--- src/rtl/uart_tx_arbiter.sv ---
// Round-robin arbiter for two byte requesters feeding one strobe-timed UART transmitter.
// Frame: one start bit, eight data bits LSB first, STOP_BITS stop bits.
module uart_tx_arbiter #(
   parameter int unsigned STOP_BITS = 1
) (
   input  logic       clk_50m,
   input  logic       rst,
   input  logic       Txclk_en,
   input  logic       req0_valid,
   input  logic [7:0] req0_data,
   output logic       req0_ready,
   input  logic       req1_valid,
   input  logic [7:0] req1_data,
   output logic       req1_ready,
   output logic       tx,
   output logic       tx_busy,
   output logic       grant_id,
   output logic       frame_done
);
   localparam int unsigned DATA_W    = 8;
   localparam int unsigned BIT_CNT_W = 3;
   localparam logic [BIT_CNT_W-1:0] LAST_BIT = BIT_CNT_W'(DATA_W - 1);
   localparam logic LAST_STOP = 1'(STOP_BITS - 1);

   typedef enum logic [2:0] {IDLE, SYNC, START, DATA, STOP} state_t;

   state_t               state, state_d;
   logic [DATA_W-1:0]    shift, shift_d;
   logic [BIT_CNT_W-1:0] bit_cnt, bit_cnt_d;
   logic                 stop_cnt, stop_cnt_d;
   logic                 last, last_d;
   logic                 tx_d, grant_d, done_d;
   logic                 sel, accept;

   // A lone valid wins outright; a tie goes to the requester not served last.
   always_comb begin
      sel = 1'b0;
      if (req0_valid && req1_valid) begin
         sel = ~last;
      end else if (req1_valid) begin
         sel = 1'b1;
      end
   end

   assign req0_ready = (state == IDLE) & ~rst & req0_valid & ~sel;
   assign req1_ready = (state == IDLE) & ~rst & req1_valid & sel;
   assign accept     = req0_ready | req1_ready;

   always_comb begin
      state_d    = state;
      shift_d    = shift;
      bit_cnt_d  = bit_cnt;
      stop_cnt_d = stop_cnt;
      last_d     = last;
      tx_d       = tx;
      grant_d    = grant_id;
      done_d     = 1'b0;
      case (state)
         IDLE: begin
            if (accept) begin
               shift_d = sel ? req1_data : req0_data;
               grant_d = sel;
               last_d  = sel;
               state_d = SYNC;
            end
         end
         SYNC: begin
            if (Txclk_en) begin
               tx_d    = 1'b0;
               state_d = START;
            end
         end
         START: begin
            if (Txclk_en) begin
               tx_d      = shift[0];
               shift_d   = {1'b0, shift[DATA_W-1:1]};
               bit_cnt_d = '0;
               state_d   = DATA;
            end
         end
         DATA: begin
            if (Txclk_en) begin
               if (bit_cnt == LAST_BIT) begin
                  tx_d       = 1'b1;
                  stop_cnt_d = 1'b0;
                  state_d    = STOP;
               end else begin
                  tx_d      = shift[0];
                  shift_d   = {1'b0, shift[DATA_W-1:1]};
                  bit_cnt_d = bit_cnt + BIT_CNT_W'(1);
               end
            end
         end
         STOP: begin
            if (Txclk_en) begin
               if (stop_cnt == LAST_STOP) begin
                  done_d  = 1'b1;
                  state_d = IDLE;
               end else begin
                  stop_cnt_d = stop_cnt + 1'b1;
               end
            end
         end
         default: state_d = IDLE;
      endcase
   end

   // Reset abandons any frame in flight; last=1 lets requester 0 win the first tie.
   always_ff @(posedge clk_50m) begin
      if (rst) begin
         state      <= IDLE;
         shift      <= '0;
         bit_cnt    <= '0;
         stop_cnt   <= 1'b0;
         last       <= 1'b1;
         tx         <= 1'b1;
         tx_busy    <= 1'b0;
         grant_id   <= 1'b0;
         frame_done <= 1'b0;
      end else begin
         state      <= state_d;
         shift      <= shift_d;
         bit_cnt    <= bit_cnt_d;
         stop_cnt   <= stop_cnt_d;
         last       <= last_d;
         tx         <= tx_d;
         tx_busy    <= (state_d != IDLE);
         grant_id   <= grant_d;
         frame_done <= done_d;
      end
   end

endmodule

--- config.mk ---
export PLATFORM = sky130hd
export DESIGN_NAME = uart_tx_arbiter
export DESIGN_NICKNAME = d
export VERILOG_FILES = /design/src/rtl/uart_tx_arbiter.sv
export SDC_FILE = /design/constraint.sdc
export NUM_CORES = 1
export LEC_CHECK = 0
export CELL_PAD_IN_SITES_DETAIL_PLACEMENT = 1
export CELL_PAD_IN_SITES_GLOBAL_PLACEMENT = 1
export CORE_UTILIZATION = 36
export DETAILED_ROUTE_END_ITERATION = 10
export GPL_ROUTABILITY_DRIVEN = 1
export HOLD_SLACK_MARGIN = 0.05
export PLACE_DENSITY = 0.91
export SKIP_CTS_REPAIR_TIMING = 1
export SLEW_MARGIN = 40
export SYNTH_ARGS = -nofsm -noshare
export SYNTH_HDL_FRONTEND = slang
export SYNTH_SLANG_ARGS = --single-unit
--- constraint.sdc ---
create_clock -name clk_50m -period 2.47 [get_ports clk_50m]
set_input_delay 0.3705 -clock clk_50m [delete_from_list [all_inputs] [get_ports clk_50m]]
set_output_delay 0.3705 -clock clk_50m [all_outputs]
set_load 0.005 [all_outputs]
==> key figures, run 1 <==
Detailed routing
  • Post-DRT Antenna Nets: 0
  • DRC viols: 0
  • DRT iter0 DRCs: 19
  • DRT Pass-1 Iters: 3
  • Vias post-DR: approximately 960
  • Final WL: roughly 2600 um
  • WL per Instance: roughly 15 um
  • Routed vias/inst: roughly 5.5

Place
  • Final HPWL DP: 1954 um
  • GPL Wtd Cong: just under 0.8
  • Dpl ws: roughly 0.18 ns
  • Buffers added on ports: 26

Synth
  • Mapped Area: ~980 sq um
  • Synth top area share: 0.3892
  • Mapped Nets: around 140
  • Area leader, netlist: dfxtp_1
  • Mapped Avg Cell Area: between 8 and 9 sq um
  • Distinct cells, synth: 35
  • Synth warn: 0
  • #FFs+latches synth: 19
  • Top area cells in the synthesized netlist: dfxtp_1, a21oi_1, nand2_1
  • Sequential area share after synthesis: 0.3892
  • Syn Inst Count: 121

Global routing
  • Total track usage: 0.1986
  • Global-route wire length before repair: just over 4000 um
  • Largest net degree at the start of global routing: 12
  • Vias in the first global route: 918
  • Gr ovfl total: 0
  • Initial antenna violation count: 0

CTS
  • Latest clock arrival within the worst-skew pair: approximately 0.31 ns
  • Clk buf depth: 2
  • Clock sink total: 19
  • CTS tree: done
  • Root Driver: clkbuf_4
  • Number of buffers created by CTS: 3
  • H-tree Lvls: 1
  • Clk slew on worst S/H paths: 0.11 ns

Critical path
  • CP max-delay cell: clkdlybuf4s50_1
  • Worst reg2reg path depth: 6
  • CP Buf/Inv Count: 2
  • Req. time, crit path: ~2.1 ns
  • CP Class: in -> out
  • Max incr delay on CP: 0.51 ns
  • CP Cell Sequence: clkdlybuf4s50_1 > a21boi_0 > and3_1 > clkdlybuf4s50_1
  • Critical Path Start Type: primary input
  • CP endpoint kind: primary output
  • Cell family with most CP delay: buffers and inverters
  • Cell mode on critical path: clkdlybuf4s50_1
  • Critical path depth: 4
  • Crit path max fanout: 4
  • Worst path arrival time: about 1.9 ns

Status
  • Status: completed

Timing
  • Minimum clock period: ~2.3 ns
  • Setup Skew: 0.009098 ns
  • # setup viols final: 0
  • PnR worst setup slack: roughly 0.19 ns
  • Worst rel slew slack: 0.5262
  • Fmax achieved: around 440 MHz
  • Final Hold Violating Endpoints: 0
  • Final Max Tran Viols: 0
  • Period utilization: 0.9250
  • Setup TNS: 0 ns
  • RSZ-0062 raised after global routing: false
  • Actual slew at the worst max-slew pin: 0.7093 ns
  • Fin Hold WS: about 0.47 ns

Pwr
  • Maximum vdd ir drop: between 0.2 and 0.3 mV
  • Pleak: ~0.52 nW
  • Tot Pwr: ~0.0007 W
  • Power per standard cell area: between 500 and 600 mW/mm^2

Layout
  • Layout fillers: 320
  • N_diodes: 0
  • Layout area overhead: 29.83%
  • Layout cell share with drive strength beyond 1: 0.07586
  • Nets: between 150 and 200

Die
  • Starting Density: 0.3874
  • I/O Pins: 27
  • Die width: roughly 54 um
  • Core footprint: roughly 0.0025 sq mm
  • Die ar.: roughly 0.0029 sq mm
  • Die height: between 50 and 60 um
  • FP Rows: 18

Hold path
  • Hold Path Stages: 2
  • Hold Crit Class: reg -> reg

Run
  • Max-cap violations: 0
state kept, by name, summed over array words and instances, names as in the netlist:
name and count:
tx 1, frame_done 1, last 1, tx_busy 1, grant_id 1, bit_cnt 3, state 3, shift 8
metal layers:
| metal | wire [um] | part of all wire | track usage |
|---|---|---|---|
| met5 | 0 | 0 | 0 |
| met4 | 48 | 0.019 | 0.09402 |
| met3 | 80 | 0.031 | 0.03672 |
| met2 | 1262 | 0.49 | 0.3436 |
| met1 | 1173 | 0.46 | 0.2336 |
cells in the mapped netlist:
| library cell | number |
|---|---|
| nand4_1 | 2 |
| o211a_1 | 1 |
| a22o_1 | 7 |
| a221o_1 | 2 |
| or3b_1 | 1 |
| or3_1 | 1 |
| buf_6 | 2 |
| a21boi_0 | 1 |
| a32o_1 | 1 |
| buf_2 | 3 |
| nand3_1 | 1 |
| nor2_2 | 1 |
| o21ai_0 | 2 |
| nor3_1 | 1 |
| nand2_1 | 17 |
| ha_1 | 2 |
| or2b_1 | 1 |
| a31oi_1 | 1 |
| dfxtp_1 | 19 |
| o21bai_1 | 1 |
| inv_1 | 1 |
| and2_1 | 1 |
| nand4b_1 | 1 |
| a22oi_1 | 1 |
| a21oi_2 | 1 |
| and3b_1 | 2 |
| nor2_1 | 17 |
| a21bo_2 | 1 |
| nor3_2 | 1 |
| nand2b_1 | 2 |
| clkbuf_1 | 3 |
| a22oi_2 | 1 |
| a21oi_1 | 19 |
| nor2b_1 | 2 |
| and3_1 | 1 |
stage by stage:
stage / util / std cells / area, sq um
after floorplan: - / 121 / 977.2
after global placement: 0.4921 / 171 / 1241
after detailed placement: 0.4921 / 171 / 1241
after CTS: 0.5030 / 175 / 1269
after global routing: 0.5030 / 175 / 1269
final: 0.5030 / 175 / 1269
cells by family (layout without fill, tap and decap cells):
group                    count (synthesis)  after routing  share of synthesized area
AND/OR/NAND/NOR                         52             52                     0.2587
AO/OA/AOI/OAI                           39             39                     0.2727
flip-flops                              19             19                     0.3892
buffers and inverters                    9             33                    0.05377
adder cells (fa/ha/maj)                  2              2                    0.02560
power by group:
group          leakage (nW)  internal, W  switching [W]
combinational         0.349    0.0000879      0.0000756
sequential            0.156     0.000333      0.0000222
clock                0.0177    0.0000606       0.000107
total                 0.523     0.000481       0.000205
worst register-to-register path: stages, from the launching register on:
cell	delay, ns
dfxtp_1	0.35
ha_1	0.20
ha_1	0.22
or2b_1	0.24
a22oi_2	0.20
and3b_1	0.38
a32o_1	0.22
worst paths after layout:
check | endpoint | slack [ns] | startpoint
worst min register to register | bit_cnt[1] | 0.47 | bit_cnt[1]
worst max-delay path | req1_ready | 0.19 | req1_valid
worst min-delay path | bit_cnt[1] | 0.47 | bit_cnt[1]
worst max register to register | shift[7] | 0.62 | bit_cnt[0]
final cells by class:
cell class / count / area [sq um] / area share
multi-input cells: 93 / 544.3 / 0.4290
flip-flops and latches: 19 / 380.4 / 0.2998
clock inverters: 1 / 5.005 / 0.003945
well taps: 30 / 37.54 / 0.02959
clock buffers: 3 / 22.52 / 0.01775
inverters: 1 / 3.754 / 0.002959
repair buffers: 28 / 275.3 / 0.2170
cells in the final DEF (no fill, tap or decap), types with 2 or more instances in the layout:
master,netlist,final
o21ai_0,2,2
clkdlybuf4s50_1,0,26
nor2_1,17,17
nand4_1,2,2
and3b_1,2,2
a221o_1,2,2
a22o_1,7,7
dfxtp_1,19,19
nand2b_1,2,2
ha_1,2,2
a21oi_1,19,19
buf_4,0,2
nand2_1,17,17
nor2b_1,2,2
clkbuf_4,0,3
Note: power is estimated with default switching activity, not from simulation.
==> run 2, diff against run 1 <==
--- a/config.mk
+++ b/config.mk
@@ -10,6 +10,7 @@
 export CORE_UTILIZATION = 36
 export DETAILED_ROUTE_END_ITERATION = 10
 export GPL_ROUTABILITY_DRIVEN = 1
+export GPL_TIMING_DRIVEN = 0
 export HOLD_SLACK_MARGIN = 0.05
 export PLACE_DENSITY = 0.91
 export SKIP_CTS_REPAIR_TIMING = 1
==> run 2 against run 1 <==
Net effect: worst setup slack worse by 0.14 ns; wire length is 4.1% higher; largest cell class unchanged; critical path type unchanged; fmax is 5.7% lower; clock power is 5% lower; sequential share of layout area is 0.89 points lower; highest routed layer unchanged.
==> key figures, run 2 (synthesis results as in run 1) <==
Layout
  • Multi-input gate area: 546.8 sq um (was 544.3 sq um)
  • Layout area overhead: 33.80% (was 29.83%)
  • Layout fillers: 310 (was 320)
  • Layout cell share with drive strength beyond 1: 0.09934 (was 0.07586)
  • Max FFs per register: 8 (unchanged)
  • Regs by FF count: shift: 8 flops, bit_cnt: 3 flops, state: 3 flops (unchanged)
  • Register Area: 380.4 sq um (unchanged)
  • N_diodes: 0 (unchanged)
  • Most flop-heavy register: shift (unchanged)
  • Final Cell Area: 0.001308 sq mm (was 0.001269 sq mm)
  • Nets: 175 (was 169)
  • Most common cell after layout, fill and taps aside: clkdlybuf4s50_1 (unchanged)
  • Commonest non-fill, non-tap cells in the layout: clkdlybuf4s50_1, a21oi_1, dfxtp_1 (unchanged)

Die
  • Core footprint: 0.002522 sq mm (unchanged)
  • I/O Pins: 27 (unchanged)
  • FP Rows: 18 (unchanged)
  • Die width: 54.10 um (unchanged)
  • Die ar.: 0.002927 sq mm (unchanged)
  • Starting Density: 0.3874 (unchanged)
  • Die height: 54.10 um (unchanged)

Timing
  • Final Max Tran Viols: 0 (unchanged)
  • Final Hold Violating Endpoints: 0 (unchanged)
  • # setup viols final: 0 (unchanged)
  • Setup Skew: 0.006826 ns (was 0.009098 ns)
  • Worst rel slew slack: 0.7280 (was 0.5262)
  • Setup TNS: 0 ns (unchanged)
  • Fmax achieved: 412.6 MHz (was 437.7 MHz)
  • Period utilization: 0.9813 (was 0.9250)
  • Minimum clock period: 2.424 ns (was 2.285 ns)
  • Actual slew at the worst max-slew pin: 0.4079 ns (was 0.7093 ns)

Critical path
  • Critical Path Start Type: primary input (unchanged)
  • Worst R2R End: shift[7] (unchanged)
  • Worst r2r src: bit_cnt[0] (unchanged)
  • Crit. Startpoint: req1_valid (unchanged)
  • Worst Setup EP: req1_ready (unchanged)
  • Crit path max fanout: 10 (was 4)
  • Worst path arrival time: 2.05 ns (was 1.91 ns)
  • CP Class: in -> out (unchanged)
  • Req. time, crit path: 2.10 ns (about the same)
  • Worst reg2reg path depth: 7 (was 6)
  • CP endpoint kind: primary output (unchanged)
  • Worst reg-to-reg setup slack: 0.72 ns (was 0.62 ns)

CTS
  • H-tree Lvls: 1 (unchanged)
  • Root Driver: clkbuf_4 (unchanged)
  • Clock sink total: 19 (unchanged)
  • Clk slew on worst S/H paths: 0.10 ns (was 0.11 ns)
  • Clk buf depth: 2 (unchanged)
  • CTS tree: done (unchanged)
  • Number of buffers created by CTS: 3 (unchanged)
  • Latest clock arrival within the worst-skew pair: 0.30 ns (was 0.31 ns)

Global routing
  • Largest net degree at the start of global routing: 11 (was 12)
  • Total track usage: 0.2087 (was 0.1986)
  • Initial antenna violation count: 0 (unchanged)
  • Gr ovfl total: 0 (unchanged)
  • Vias in the first global route: 985 (was 918)
  • Global-route wire length before repair: 4312 um (was 4084 um)

Detailed routing
  • DRT Pass-1 Iters: 4 (was 3)
  • Vias post-DR: 975 (was 957)
  • Routed vias/inst: 5.387 (was 5.469)
  • DRT iter0 DRCs: 1 (was 19)
  • Final WL: 2671 um (was 2565 um)
  • DRC viols: 0 (unchanged)
  • Post-DRT Antenna Nets: 0 (unchanged)
  • WL per Instance: 14.76 um (was 14.66 um)

Pwr
  • Maximum vdd ir drop: 0.2914 mV (was 0.2767 mV)
  • Tot Pwr: 0.0006914 W (was 0.0006865 W)
  • Pleak: 0.5440 nW (was 0.5228 nW)
  • Power per standard cell area: 528.8 mW/mm^2 (was 541.1 mW/mm^2)

Status
  • Status: completed (unchanged)

Place
  • Buffers added on ports: 26 (unchanged)
  • Cell Area, Placed: 0.001275 sq mm (was 0.001241 sq mm)
  • GPL Wtd Cong: 0.8186 (was 0.7786)
  • Final HPWL DP: 2078 um (was 1954 um)

Hold path
  • Hold Crit Class: reg -> reg (unchanged)
  • Hold Startpoint: bit_cnt[1] (unchanged)

Run
  • Max-cap violations: 0 (unchanged)
## run 2: worst min path at each step
stage	to	slack (ns)	cells past startpoint
after floorplan	bit_cnt[1]	0.44	2
after global placement	bit_cnt[1]	0.45	2
after detailed placement	bit_cnt[1]	0.46	2
after CTS	bit_cnt[2]	0.48	2
after global routing	bit_cnt[1]	0.50	2
final	bit_cnt[1]	0.47	2
## run 2: per-layer routing
layer,GRT usage,vias to the layer above,share of wire
li1,-,492,-
met4,0.07692,0,0.014
met1,0.2274,454,0.42
met5,0,-,0
met2,0.3971,25,0.53
met3,0.03390,4,0.036
## run 2: layout make-up
type	instances	share of cell area
buffer	8	0.04019
clock buffer	4	0.02010
inverter	1	0.002871
multi-input combinational	93	0.4182
sequential	19	0.2909
tap	30	0.02871
timing repair buffer	26	0.1990
## run 2: metrics by stage
stage          std cells  worst slack, ns    util  hold WS, ns
2_1_floorplan        121           0.8965       -       0.4356
3_5_place_dp         177         -0.03053  0.5055       0.4615
4_1_cts              181         -0.04211  0.5159       0.4751
5_1_grt              181        -0.007853  0.5184       0.5028
6_report             181          0.04617  0.5184       0.4729
3_3_place_gp         177         0.007020  0.5055       0.4460
## run 2: worst max-delay path: stages
cell and delay (ns):
clkdlybuf4s50_1 0.52, a21boi_1 0.26, clkbuf_4 0.26, and3_1 0.16, clkdlybuf4s50_1 0.49
## run 2: report_power, final
part           switching [W]  total [W]  internal [W]
registers          0.0000162   0.000349      0.000333
logic              0.0000865   0.000182     0.0000959
clock network      0.0000968   0.000160     0.0000629
==> run 3, diff against run 2 <==
--- a/config.mk
+++ b/config.mk
@@ -7,6 +7,7 @@
 export LEC_CHECK = 0
 export CELL_PAD_IN_SITES_DETAIL_PLACEMENT = 1
 export CELL_PAD_IN_SITES_GLOBAL_PLACEMENT = 1
+export CORE_MARGIN = 8
 export CORE_UTILIZATION = 36
 export DETAILED_ROUTE_END_ITERATION = 10
 export GPL_ROUTABILITY_DRIVEN = 1
==> run 3 against run 2 <==
Net effect: clock-buffer cell count is the same; die area grew 58%; first-iteration DRC count increased to 23 times the previous value; critical path type unchanged; non-clock buffer count did not move; sequential power is essentially flat; fmax rose by 3.3%; critical path depth is the same; register-to-register slack worse by 0.02 ns; combinational power about the same; sequential share of layout area down 0.11 points; core utilization decreased by 2.5 points.
==> key figures, run 3 (synthesis results as in run 1) <==
Critical path
  • Req. time, crit path: 2.10 ns (about the same)
  • Crit path max fanout: 10 (unchanged)
  • CP Class: in -> out (unchanged)
  • Critical Path Start Type: primary input (unchanged)
  • Worst path arrival time: 1.98 ns (was 2.05 ns)
  • CP endpoint kind: primary output (unchanged)

CTS
  • H-tree Lvls: 1 (unchanged)
  • Number of buffers created by CTS: 3 (unchanged)
  • CTS tree: done (unchanged)
  • Latest clock arrival within the worst-skew pair: 0.29 ns (was 0.30 ns)
  • Clock sink total: 19 (unchanged)
  • Clk slew on worst S/H paths: 0.11 ns (was 0.10 ns)
  • Clk buf depth: 2 (unchanged)
  • Root Driver: clkbuf_4 (unchanged)

Timing
  • Setup Skew: 0.004344 ns (was 0.006826 ns)
  • Final Hold Violating Endpoints: 0 (unchanged)
  • Actual slew at the worst max-slew pin: 0.4072 ns (was 0.4079 ns)
  • RSZ-0062 raised after global routing: false
  • # setup viols final: 0 (unchanged)
  • Fmax achieved: 426.3 MHz (was 412.6 MHz)
  • Period utilization: 0.9497 (was 0.9813)
  • Minimum clock period: 2.346 ns (was 2.424 ns)
  • Final Max Tran Viols: 0 (unchanged)
  • Worst rel slew slack: 0.7285 (was 0.7280)

Layout
  • Max FFs per register: 8 (unchanged)
  • Non-Filler Instances: 182 (was 181)
  • Nets: 175 (unchanged)
  • Regs by FF count: shift: 8 flops, bit_cnt: 3 flops, state: 3 flops (unchanged)
  • Layout cell share with drive strength beyond 1: 0.1060 (was 0.09934)
  • Most common cell after layout, fill and taps aside: clkdlybuf4s50_1 (unchanged)
  • Commonest non-fill, non-tap cells in the layout: clkdlybuf4s50_1, a21oi_1, dfxtp_1 (unchanged)
  • N_diodes: 0 (unchanged)
  • Layout area overhead: 34.32% (was 33.80%)
  • Finished Core Util: 0.4930 (was 0.5184)
  • Most flop-heavy register: shift (unchanged)

Global routing
  • Gr ovfl total: 0 (unchanged)
  • Global-route wire length before repair: 4740 um (was 4312 um)
  • Initial antenna violation count: 0 (unchanged)
  • Largest net degree at the start of global routing: 11 (unchanged)
  • Vias in the first global route: 1090 (was 985)
  • Total track usage: 0.1289 (was 0.2087)

Run
  • Max-cap violations: 0 (unchanged)

Detailed routing
  • WL per Instance: 15.19 um (was 14.76 um)
  • DRT iter0 DRCs: 23 (was 1)
  • Post-DRT Antenna Nets: 0 (unchanged)
  • DRT Pass-1 Iters: 4 (unchanged)
  • DRC viols: 0 (unchanged)
  • Routed vias/inst: 5.516 (was 5.387)
  • Vias post-DR: 1004 (was 975)
  • Final WL: 2765 um (was 2671 um)

Pwr
  • Pleak: 0.5444 nW (was 0.5440 nW)
  • Power per standard cell area: 528.7 mW/mm^2 (was 528.8 mW/mm^2)
  • Maximum vdd ir drop: 0.2601 mV (was 0.2914 mV)

Die
  • Die width: 68.10 um (was 54.10 um)
  • Die height: 68.10 um (was 54.10 um)
  • I/O Pins: 27 (unchanged)
  • Starting Density: 0.3670 (was 0.3874)
  • Core footprint: 0.002663 sq mm (was 0.002522 sq mm)
  • FP Rows: 19 (was 18)
  • Die ar.: 0.004638 sq mm (was 0.002927 sq mm)

Place
  • Final HPWL DP: 2199 um (was 2078 um)
  • Post-placement cell count: 178 (was 177)
  • Buffers added on ports: 26 (unchanged)
  • GPL Wtd Cong: 0.8172 (was 0.8186)

Hold path
  • Hold Crit Class: reg -> reg (unchanged)

Status
  • Status: completed (unchanged)
-- run 3: cell counts in the layout (fill, tap and decap cells not counted) --
No cell type changed its count.
-- run 3: cell type report --
cell class | instances | area [sq um]
fillers | 337 | 1350
multi-input cells | 93 | 550.5
flip-flops and latches | 19 | 380.4
repair buffers | 26 | 260.3
plain buffers | 8 | 52.55
well taps | 31 | 38.79
clock buffers | 4 | 26.28
inverters | 1 | 3.754
-- run 3: final timing paths --
path / start / slack [ns] / to / cells after the start
worst max-delay path: req1_valid / 0.12 / req1_ready / 5
worst max register to register: bit_cnt[0] / 0.70 / shift[7] / 7
worst min register to register: bit_cnt[2] / 0.47 / bit_cnt[2] / 2
worst min-delay path: bit_cnt[2] / 0.47 / bit_cnt[2] / 2
-- run 3: report_power, final --
group	switching [W]	internal [W]
sequential	0.0000150	0.000333
clock	0.0000997	0.0000627
combinational	0.0000872	0.0000963
total	0.000202	0.000492
-- run 3: worst max-delay path, stage by stage --
cell and delay [ns]:
clkdlybuf4s50_1 0.51, a21boi_2 0.20, clkbuf_4 0.23, and3_1 0.16, clkdlybuf4s50_1 0.50
-- run 3: per-layer routing --
| metal | GRT usage | part of all wire | wire length [um] | vias to the layer above |
|---|---|---|---|---|
| met3 | 0.02946 | 0.048 | 133 | 2 |
| li1 | - | - | - | 486 |
| met1 | 0.1426 | 0.42 | 1164 | 494 |
| met5 | 0 | 0 | 0 | - |
| met4 | 0.03069 | 0.0033 | 9 | 0 |
| met2 | 0.2415 | 0.53 | 1457 | 22 |
-- run 3: metrics by stage --
step	power (W)	hold slack, ns	TNS, ns	setup WS, ns	cell area, sq um
after floorplan	0.0004575	0.4356	0	0.8965	977.2
after global placement	0.0005258	0.4458	-0.01781	-0.01781	1276
after detailed placement	0.0005359	0.4569	-0.06718	-0.06614	1276
after CTS	0.0006969	0.4726	-0.07926	-0.05828	1303
after global routing	0.0007378	0.5075	0	0.03714	1313
final	0.0006940	0.4713	0	0.1242	1313
